**src/rtl/led_pattern_gen.sv**
```systemverilog
// LED pattern sequencer: a prescaled step strobe advances a chase, bounce,
// binary count or fill pattern on the LED bank, with step and wrap pulses.
module led_pattern_gen #(
  parameter int WIDTH    = 8,
  parameter int TICK_DIV = 10000000
) (
  input  logic             clk,
  input  logic             rst,
  input  logic [1:0]       mode,
  input  logic             dir,
  input  logic [1:0]       speed,
  input  logic             pause,
  output logic [WIDTH-1:0] led,
  output logic             step,
  output logic             wrap
);
  localparam int CW = $clog2(TICK_DIV);
  localparam int KW = $clog2(WIDTH + 1);

  typedef enum logic [1:0] {
    CHASE  = 2'd0,
    BOUNCE = 2'd1,
    COUNT  = 2'd2,
    FILL   = 2'd3
  } mode_e;

  typedef enum logic {
    UP   = 1'b0,
    DOWN = 1'b1
  } bdir_e;

  localparam logic [WIDTH-1:0] ONES  = '1;
  localparam logic [WIDTH-1:0] LSB   = WIDTH'(1);
  localparam logic [WIDTH-1:0] MSB   = LSB << (WIDTH - 1);
  localparam logic [KW-1:0]    K_MAX = KW'(WIDTH);

  mode_e            mode_q, mode_d, mode_in;
  bdir_e            bdir_q, bdir_d;
  logic [CW-1:0]    cnt_q, cnt_d, last_cnt;
  logic [WIDTH-1:0] led_q, led_d, fill_next;
  logic [KW-1:0]    k_q, k_d, k_next;
  logic             step_q, step_d, wrap_q, wrap_d;

  always_comb begin
    mode_in  = mode_e'(mode);
    last_cnt = CW'((TICK_DIV >> speed) - 1);
    mode_d   = mode_q;
    bdir_d   = bdir_q;
    cnt_d    = cnt_q;
    led_d    = led_q;
    k_d      = k_q;
    step_d   = 1'b0;
    wrap_d   = 1'b0;

    k_next    = (k_q == K_MAX) ? '0 : k_q + 1'b1;
    // Thermometer of k_next ones, packed at the LSB end or the MSB end
    fill_next = dir ? ~(ONES >> k_next) : ~(ONES << k_next);

    if (mode_in != mode_q) begin
      mode_d = mode_in;
      cnt_d  = '0;
      bdir_d = UP;
      k_d    = '0;
      unique case (mode_in)
        CHASE:   led_d = dir ? MSB : LSB;
        BOUNCE:  led_d = LSB;
        default: led_d = '0;
      endcase
    end else if (!pause) begin
      // >= lets a speed increase strobe immediately instead of overrunning
      if (cnt_q >= last_cnt) begin
        cnt_d  = '0;
        step_d = 1'b1;
        unique case (mode_q)
          CHASE: begin
            if (dir) begin
              led_d  = {led_q[0], led_q[WIDTH-1:1]};
              wrap_d = led_q[0];
            end else begin
              led_d  = {led_q[WIDTH-2:0], led_q[WIDTH-1]};
              wrap_d = led_q[WIDTH-1];
            end
          end
          BOUNCE: begin
            if (bdir_q == UP) begin
              led_d = led_q << 1;
              if (led_d[WIDTH-1]) bdir_d = DOWN;
            end else begin
              led_d = led_q >> 1;
              if (led_d[0]) begin
                bdir_d = UP;
                wrap_d = 1'b1;
              end
            end
          end
          COUNT: begin
            if (dir) begin
              led_d  = led_q - 1'b1;
              wrap_d = (led_q == '0);
            end else begin
              led_d  = led_q + 1'b1;
              wrap_d = (led_q == ONES);
            end
          end
          FILL: begin
            k_d    = k_next;
            led_d  = fill_next;
            wrap_d = (k_next == '0);
          end
        endcase
      end else begin
        cnt_d = cnt_q + 1'b1;
      end
    end
  end

  always_ff @(posedge clk) begin
    if (rst) begin
      mode_q <= CHASE;
      bdir_q <= UP;
      cnt_q  <= '0;
      led_q  <= LSB;
      k_q    <= '0;
      step_q <= 1'b0;
      wrap_q <= 1'b0;
    end else begin
      mode_q <= mode_d;
      bdir_q <= bdir_d;
      cnt_q  <= cnt_d;
      led_q  <= led_d;
      k_q    <= k_d;
      step_q <= step_d;
      wrap_q <= wrap_d;
    end
  end

  assign led  = led_q;
  assign step = step_q;
  assign wrap = wrap_q;

endmodule

```
**config.mk**
```make
export PLATFORM = sky130hd
export DESIGN_NAME = led_pattern_gen
export DESIGN_NICKNAME = d
export VERILOG_FILES = /design/src/rtl/led_pattern_gen.sv
export SDC_FILE = /design/constraint.sdc
export NUM_CORES = 1
export LEC_CHECK = 0
export ABC_CLOCK_PERIOD_IN_PS = 6900
export BUFFER_PORTS_ARGS = -buffer_cell sky130_fd_sc_hd__buf_4
export CAP_MARGIN = 20
export CORE_AREA = 2 2 77 79
export CTS_BUF_LIST = sky130_fd_sc_hd__clkbuf_8 sky130_fd_sc_hd__clkbuf_16
export CTS_CLUSTER_DIAMETER = 30
export DETAILED_ROUTE_END_ITERATION = 6
export DIE_AREA = 0 0 79 81
export PLACE_DENSITY = 0.76
export SYNTH_ARGS = -nofsm -noshare
export SYNTH_HDL_FRONTEND = slang
export SYNTH_SLANG_ARGS = --single-unit
```
**constraint.sdc**
```tcl
create_clock -name clk -period 6.9 [get_ports clk]
set_clock_uncertainty 0.1 [all_clocks]
set_input_delay 1.725 -clock clk [delete_from_list [all_inputs] [get_ports clk]]
set_output_delay 1.725 -clock clk [all_outputs]
set_load 0.1 [all_outputs]
```
Word-level counts from Yosys, hierarchy flattened
Index checks and enable logic that the tools add are counted.
{"block": "word_totals", "reg_bits": 41, "in_bits": 8, "word_cells": 60}
{"block": "op_classes", "add_sub_neg": 5, "magnitude_cmp": 1, "n_eq_ne": 8, "n_shift": 3, "n_mux": 21, "bitwise": 4, "reduce_logical": 11}
{"cell": "$mux W8", "count": 8}
{"cell": "$pmux W8 S4", "count": 1}
{"cell": "$add A24 B1 Y24 const B", "count": 1}
{"cell": "$ge A24 B24 Y1", "count": 1}
{"cell": "$mux W24", "count": 1}
{"cell": "$shr A24 B2 Y24 const A", "count": 1}
{"cell": "$sub A24 B2 Y24 const B", "count": 1}
{"cell": "$not A8 Y8", "count": 2}
{"cell": "$pmux W8 S2", "count": 1}
{"cell": "$add A8 B1 Y8 const B", "count": 1}
{"cell": "$eq A8 B8 Y1 const B", "count": 1}
{"cell": "$logic_not A8 Y1", "count": 1}
{"cell": "$mux W1", "count": 8}
{"cell": "$shl A8 B4 Y8 const A", "count": 1}
{"cell": "$shr A8 B4 Y8 const A", "count": 1}
{"cell": "$sub A8 B1 Y8 const B", "count": 1}
{"cell": "$reduce_and A3 Y1", "count": 2}
{"cell": "$add A4 B1 Y4 const B", "count": 1}
{"cell": "$eq A2 B1 Y1 const B", "count": 2}
{"cell": "$eq A2 B2 Y1 const B", "count": 2}
{"cell": "$eq A4 B4 Y1 const B", "count": 1}
{"cell": "$logic_not A2 Y1", "count": 2}
{"cell": "$logic_not A4 Y1", "count": 1}
{"cell": "$mux W4", "count": 1}
{"cell": "9 further kinds", "count": 10}

Longest topological paths before layout
Gate-level depths: netlist of run 1.
{"block": "logic_depth", "depth_word": 9, "depth_mapped": 12, "mapped_depth_nobuf": 10}

Least setup slack after synthesis of run 1
No wires, ideal clock.
{"block": "synth_path", "path_kind": "input to register", "startpoint": "input speed[1]", "endpoint": "register led_q[5], in the netlist led[5]", "t_arrival_ns": 3.720, "slack_ns": 2.984, "cell_stages": 10, "path_buffers": 1, "path_cell_list": "inv_1 ha_1 inv_1 ha_1 nand4_1 nor4_4 a211oi_2 or2_2 buf_6 o41ai_2"}
{"block": "synth_via", "elab_chain_len": 5}
{"item": "start, declared", "line_no": "11", "source": "input logic [1:0] speed,"}
{"item": "$shr A24 B2 Y24", "line_no": "46", "source": "last_cnt = CW'((TICK_DIV >> speed) - 1);"}
{"item": "$sub A24 B2 Y24", "line_no": "46"}
{"item": "$ge A24 B24 Y1", "line_no": "71", "source": "if (cnt_q >= last_cnt) begin"}
{"item": "$reduce_bool A2 Y1 (no line)"}
{"item": "$reduce_and A2 Y1 (no line)"}
{"item": "end signal, assigned", "line_no": "130", "source": "led_q <= led_d;"}
{"item": "end, declared", "line_no": "40", "source": "logic [WIDTH-1:0] led_q, led_d, fill_next;"}
Every way passes these cells.
A chain may end at the register's enable or synchronous reset.

Worst setup path after layout of run 1
{"block": "layout_path", "startpoint": "input speed[1]", "endpoint": "register cnt_q[12]"}
{"block": "layout_via", "elab_chain_len": 4}
{"item": "$shr A24 B2 Y24", "line_no": "46"}
{"item": "$sub A24 B2 Y24", "line_no": "46"}
{"item": "$ge A24 B24 Y1", "line_no": "71"}
{"item": "$mux W24", "line_no": "71"}
{"item": "end signal, assigned", "line_no": "129", "source": "cnt_q <= cnt_d;"}
{"item": "end, declared", "line_no": "39", "source": "logic [CW-1:0] cnt_q, cnt_d, last_cnt;"}
Every way passes these cells.

==> results of run 1 <==
[cell families after synthesis]
group	Yosys count	synth area share
AND/OR/NAND/NOR	139	0.2226
AO/OA/AOI/OAI	104	0.2226
flip-flops	41	0.2562
adder cells (fa/ha/maj)	37	0.1468
buffers and inverters	34	0.05193
XOR/XNOR	26	0.07107
multiplexers	9	0.02890
[power by group]
part | internal, uW | switching [uW]
clock | 105 | 88.1
sequential | 238 | 5.08
combinational | 25.5 | 48.0
total | 369 | 141
[cell type report]
type | count | area (um^2)
Timing Repair Buffer | 19 | 142.6
Tap cell | 75 | 93.84
Clock inverter | 2 | 35.03
Fill cell | 508 | 2237
Clock buffer | 5 | 68.82
Sequential cell | 41 | 820.8
Multi-Input combinational cell | 315 | 2217
Inverter | 16 | 60.06
[critical path, stage by stage]
cell      delay [ns]
buf_4           0.13
inv_1           0.09
ha_1            0.36
inv_1           0.08
ha_1            0.30
nand4_1         0.17
nor4_4          0.31
a211oi_2        0.10
buf_4           0.21
o21ai_2         0.68
nor2_1          0.11
[stage by stage]
step | setup WS (ns) | std cells | total power (uW) | hold WS [ns] | cell area (um^2)
final | 2.671 | 473 | 510.2 | 0.3879 | 3438
after global routing | 2.372 | 473 | 528.7 | 0.4185 | 3438
after CTS | 2.646 | 473 | 511.1 | 0.3890 | 3438
after detailed placement | 2.332 | 466 | 321.0 | 0.3768 | 3334
after global placement | 2.454 | 466 | 319.3 | 0.3730 | 3334
after floorplan | 2.984 | 390 | 302.8 | 0.3579 | 3204
[Yosys cell counts, drive strengths merged, types with 3 or more instances]
library cell and number:
nor2 43, dfxtp 41, ha 36, nand2 30, a21oi 26, o21ai 21
inv 16, xor2 14, clkbuf 12, nand3 12, xnor2 12, nor2b 10
nand4 9, mux2i 7, o31ai 7, a21o 6, buf 6, o211ai 6
a211oi 5, nor3 5, a31oi 4, nor4 4, or4 4, a2111oi 3
a311oi 3, and2 3, and3 3, nand3b 3, o21a 3, o41ai 3
or3 3
[state kept, by name, summed over array words and instances (netlist names)]
name / flops
bdir_q: 1
cnt_q: 24
k_q: 4
led: 8
mode_q: 2
step: 1
wrap: 1
[worst max-delay path by stage]
stage / to / depth (start not counted) / from
finish: cnt_q[12] / 11 / speed[1]
floorplan: led[5] / 10 / speed[1]
global route: cnt_q[7] / 11 / speed[1]
detailed placement: cnt_q[17] / 11 / speed[1]
CTS: cnt_q[12] / 11 / speed[1]
global placement: cnt_q[21] / 11 / speed[1]
[metal layers]
layer / vias up / part of all wire
met1: 1364 / 0.44
met5: - / 0
met3: 17 / 0.039
li1: 1447 / -
met2: 64 / 0.49
met4: 0 / 0.025
==> run_results.csv, run 1 <==
group,metric,value,unit
detailed_routing,drtIter0Drc,97,
detailed_routing,dr.pass1.iters,4,
cts,cts.htree.levels,2,
cts,cts.sinks,41,
sta,setup_viol,0,
logic_synthesis,syn_area_per_cell,8.216,um^2
worst_setup_path,ff2ff_setup_slack,4.22,ns
die,fp.dieArea,6399,um^2
die,pin_count,18,
power,p_leak,0.001333,uW
die,fp.dieW,79,um
die,row_count,28,
hold_path,hold_start,"cnt_q[1]",
logic_synthesis,synth_edf_count,0,
logic_synthesis,synthArstFlopShare,0,
hold_path,hp-class,"register to register",
die,initial_core_util,0.5646,
cts,cts_resized,0,
cts,cts_tree,"done",
finish,post_route_cells_drive_above_1_share,0.09296,
worst_setup_path,r2r_end,"cnt_q[12]",
logic_synthesis,ys_ff_latch,41,
global_routing,grt_pass1_wl,12250,um
worst_setup_path,crit_arrival,4.29,ns
logic_synthesis,synth.top_cells.by_area,"dfxtp_1, ha_1, nor2_1, a21oi_1, xor2_1",
cts,clock-root-buffer,"clkbuf_8",
logic_synthesis,synth.top_cell.area_share,0.2561,
power,power_density,148.4,nW/um^2
hold_path,hold_path_end,"cnt_q[1]",
worst_setup_path,cp-end-kind,"register",
global_routing,busiest_layer,"met2",
cts,cts_inserted_buffers,5,
finish,fin_util,0.6058,
cts,path_clk_slew,0.08,ns
cts,cts_setup_buffers,0,
placed_design,port_buffers,17,
finish,final_cell_mix,"nor2_1, dfxtp_1, ha_1, nand2_1, a21oi_1",
logic_synthesis,synth_area,3204,um^2
detailed_routing,wire_per_inst,15.83,um
cts,cts_hold_buf,0,
die,fp.dieH,81,um
sta,fin_tns_setup,0,ns
finish,synthToLayoutAreaGrowth,7.302,%
sta,min_period,4.229,ns
logic_synthesis,synthCells,390,
sta,final.period_utilization,0.6129,
global_routing,grt_use_met3,0.03111,
detailed_routing,route.detailed.drc,0,
global_routing,grt_usage,0.2404,
global_routing,use_met1,0.2930,
global_routing,grt_overflow,0,
logic_synthesis,yosysTopAreaCell,"dfxtp_1",
worst_setup_path,r2r_start,"mode_q[0]",
sta,clock.fmax,0.2365,GHz
finish,mostFrequentLayoutCell,"nor2_1",
logic_synthesis,synth_warnings,0,
logic_synthesis,synth_ff_type,"dfxtp_1",
worst_setup_path,startpoint_type,"input port",
global_routing,grt_pass1_vias,2592,
detailed_routing,vias,2892,
cts,clk_latency,0.31,ns
worst_setup_path,r2r_cells,5,
detailed_routing,viasPerCell,6.114,
run_status,status,"finished clean",
global_routing,grt_max_degree,27,
worst_setup_path,crit_path_max_fanout,21,
sta,drv_slew,0,
finish,nets,443,
sta,relSlewSlack,0.3889,
finish,antenna_cells,0,
worst_setup_path,crit_type,"input port to register",
global_routing,antenna_found_initial,0,
die,core_area,5675,um^2
placed_design,place.gp.congestion,0.8375,
worst_setup_path,cp_data_required_time,6.96,ns
placed_design,dpl.hpwl,5403,um
logic_synthesis,syn_nets,435,
flow_run,drv_cap,0,
cts,cts.path.max_buffers,2,
global_routing,gr-usage-met2,0.4237,
detailed_routing,finalWirelength,7486,um
sta,rsz0062_at_grt,"false",
sta,hold_viol,0,
power,vdd_ir_drop_max,90.64,uV
sta,worst_slew_pin_slew,0.9133,ns
detailed_routing,ant_nets,0,
logic_synthesis,ys_types,58,
logic_synthesis,ys_seq_area_frac,0.2561,
hold_path,hold_depth,2,
No activity file was read; power rests on OpenSTA's default activity.
==> run 2: changes to the inputs <==
==> config.mk (replaced) <==
export PLATFORM = sky130hd
export DESIGN_NAME = led_pattern_gen
export DESIGN_NICKNAME = d
export VERILOG_FILES = /design/src/rtl/led_pattern_gen.sv
export SDC_FILE = /design/constraint.sdc
export NUM_CORES = 1
export LEC_CHECK = 0
export ABC_AREA = 1
export ABC_CLOCK_PERIOD_IN_PS = 3650
export BUFFER_PORTS_ARGS = -buffer_cell sky130_fd_sc_hd__buf_4
export CAP_MARGIN = 20
export CORE_AREA = 2 2 81 83
export CTS_BUF_LIST = sky130_fd_sc_hd__clkbuf_8 sky130_fd_sc_hd__clkbuf_16
export CTS_CLUSTER_DIAMETER = 30
export DETAILED_ROUTE_END_ITERATION = 6
export DIE_AREA = 0 0 83 85
export PLACE_DENSITY = 0.75
export SYNTH_ARGS = -nofsm -noshare
export SYNTH_HDL_FRONTEND = slang
export SYNTH_SLANG_ARGS = --single-unit
==> constraint.sdc (replaced) <==
create_clock -name clk -period 3.65 [get_ports clk]
set_clock_uncertainty 0.1 [all_clocks]
set_input_delay 0.9125 -clock clk [delete_from_list [all_inputs] [get_ports clk]]
set_output_delay 0.9125 -clock clk [all_outputs]
set_load 0.1 [all_outputs]
==> run 2 against run 1 <==
Via count grew 15%. Register-to-register slack lost 2.8 ns. First-iteration DRC count grew 150%. Critical endpoint is now led[1]. Largest cell class unchanged.
==> run_results.csv, run 2 <==
group,metric,value,unit
logic_synthesis,synth_area,3347,um^2
detailed_routing,drt-met1-wl,4005,um
detailed_routing,met3WireLength,457,um
sta,rsz0062_at_grt,"false",
sta,min_period,2.947,ns
placed_design,place.gp.congestion,0.9207,
worst_setup_path,crit_type,"input port to register",
die,initial_core_util,0.5394,
logic_synthesis,synth_edf_count,0,
power,swShare,0.2714,
power,p_comb_frac,0.152,
global_routing,grt_pass1_vias,3060,
power,seqPwrFrac,0.477,
detailed_routing,dr_wl_met2,3479,um
detailed_routing,ant_nets,0,
placed_design,post-place-cells,600,
die,fp.dieH,85,um
worst_setup_path,startpoint_type,"input port",
worst_setup_path,cp_data_required_time,3.72,ns
worst_setup_path,ff2ff_setup_slack,1.46,ns
logic_synthesis,synth_xor_area_frac,0.04187,
finish,mostFrequentLayoutCell,"nand2_1",
run_status,status,"finished clean",
placed_design,placed_cell_area,3540,um^2
cts,cts_tree,"done",
die,pin_count,18,
worst_setup_path,crit_arrival,3.02,ns
detailed_routing,viasPerCell,5.491,
logic_synthesis,syn_nets,556,
finish,nets,575,
cts,clk_latency,0.29,ns
die,fp.dieW,83,um
logic_synthesis,ys_ff_latch,41,
power,p_leak,0.001751,uW
global_routing,grt_usage,0.2384,
sta,drv_slew,0,
sta,setup_viol,0,
cts,cts_inserted_buffers,5,
global_routing,antenna_found_initial,0,
placed_design,dpl.hpwl,6278,um
finish,fin_util,0.5872,
logic_synthesis,synth_common_cells,"nand2_1, inv_1, nor2_1",
sta,relSlewSlack,0.6229,
logic_synthesis,yosysTopAreaCell,"dfxtp_1",
logic_synthesis,synth_compound_area_frac,0.1196,
cts,path_clk_slew,0.08,ns
detailed_routing,route.detailed.drc,0,
die,row_count,29,
placed_design,post-place-ws,0.4341,ns
logic_synthesis,ys_seq_area_frac,0.2452,
detailed_routing,vias,3333,
finish,largest_reg_flops,24,
die,core_area,6205,um^2
power,switching_power,260.0,uW
worst_setup_path,crit_path_max_fanout,18,
flow_run,drv_cap,0,
cts,clock-root-buffer,"clkbuf_8",
logic_synthesis,synthMuxAreaShare,0,
detailed_routing,drtIter0Drc,241,
logic_synthesis,synth.top_cell.area_share,0.2452,
global_routing,grt_max_degree,26,
logic_synthesis,synth_ff_type,"dfxtp_1",
sta,worst_slew_pin_slew,0.5635,ns
logic_synthesis,ys_types,42,
finish,postLayoutCellArea,3643,um^2
logic_synthesis,synthCells,511,
finish,regMostFlops,"cnt_q",
finish,antenna_cells,0,
finish,synthToLayoutAreaGrowth,8.860,%
placed_design,port_buffers,17,
detailed_routing,dr.pass1.iters,5,
cts,cts.path.max_buffers,2,
detailed_routing,routed.top_layer,"met4",
global_routing,grt_pass1_wl,14120,um
logic_synthesis,synth_warnings,0,
power,pwr-share-clk,0.370,
finish,post_route_cells_drive_above_1_share,0.08868,
logic_synthesis,synth.top_cells.by_area,"dfxtp_1, ha_1, nand2_1, nand3_1, inv_1",
logic_synthesis,synth-simple-area-share,0.3619,
power,power_density,262.9,nW/um^2
finish,final_cell_mix,"nand2_1, inv_1, nor2_1, nand3_1, dfxtp_1",
sta,final.period_utilization,0.8074,
global_routing,grt_overflow,0,
sta,hold_viol,0,
sta,finalWorstSetupSlack,0.7030,ns
sta,fin_tns_setup,0,ns
finish,final_cells,607,
cts,cts_resized,0,
logic_synthesis,synthArstFlopShare,0,
cts,cts_hold_buf,0,
cts,cts_setup_buffers,0,
detailed_routing,wire_per_inst,13.17,um
power,p_int,697.8,uW
logic_synthesis,synthAdderAreaFrac,0.1406,
power,vdd_ir_drop_max,265.9,uV
logic_synthesis,syn_area_per_cell,6.550,um^2
logic_synthesis,synth_top_family_by_area,"simple AND/OR/NAND/NOR gates",
hold_path,hp-class,"register to register",
sta,clock.fmax,0.3393,GHz
worst_setup_path,cp-end-kind,"register",
logic_synthesis,yosysMostFrequentCell,"nand2_1",
finish,filler_cell_count,591,
cts,cts.htree.levels,2,
cts,cts.sinks,41,
die,fp.dieArea,7055,um^2
detailed_routing,finalWirelength,7996,um
[run 2: cell count changes in the layout (fill, tap and decap cells not counted), sizes merged, moves of 8 or more]
cell,previous run,this run
a21oi,26,34
inv,16,68
nand2,30,123
nand3,12,54
nor2,43,58
nor2b,10,0
[run 2: layout make-up]
cell class | instances | area, um^2 | area share
timing repair buffer | 18 | 135.1 | 0.03709
inverter | 70 | 265.3 | 0.07280
clock inverter | 2 | 35.03 | 0.009615
multi-input combinational | 394 | 2222 | 0.6099
clock buffer | 5 | 68.82 | 0.01889
tap | 77 | 96.34 | 0.02644
sequential | 41 | 820.8 | 0.2253
[run 2: final timing paths]
path / startpoint / end / cells after the start
setup / recovery: speed[1] / led[1] / 15
hold / removal: cnt_q[0] / cnt_q[0] / 2
setup reg to reg: cnt_q[5] / led[1] / 11
hold reg to reg: cnt_q[0] / cnt_q[0] / 2
[run 2: worst max-delay path: stages]
cell     delay [ns]
buf_4          0.13
inv_1          0.09
ha_1           0.37
inv_1          0.09
ha_1           0.27
nand2_1        0.06
nor2_1         0.10
nand2_1        0.08
nor2_1         0.10
nand2_1        0.07
nand3_2        0.15
nand2_4        0.11
nand2_2        0.13
buf_4          0.25
o21ai_0        0.11
[run 2: power groups by stage]
| stage | sequential, uW | clock (uW) | combinational, uW |
|---|---|---|---|
| 2_1_floorplan | 478 | 0 | 95.6 |
| 3_3_place_gp | 467 | 0 | 142 |
| 3_5_place_dp | 468 | 0 | 144 |
| 4_1_cts | 457 | 361 | 145 |
| 5_1_grt | 458 | 381 | 165 |
| 6_report | 457 | 355 | 146 |
[run 2: stage by stage]
step	total power [uW]	hold slack [ns]
floorplan	573.9	0.3546
global placement	609.0	0.3705
detailed placement	611.5	0.3758
CTS	963.2	0.3904
global route	1004	0.4186
finish	957.8	0.3935
[run 2: cells by family (layout without fill, tap and decap cells)]
| family | after synthesis | after routing |
|---|---|---|
| compound gates | 74 | 74 |
| xor+xnor | 16 | 16 |
| simple gates | 267 | 267 |
| fa+ha+maj | 37 | 37 |
| buf+inv | 76 | 95 |
| flops | 41 | 41 |
[run 2: per-layer routing]
layer | vias to the layer above | global-route usage
met1 | 1505 | 0.3522
met2 | 100 | 0.3754
li1 | 1722 | -
met4 | 0 | 0.03577
met5 | - | 0
met3 | 6 | 0.03794
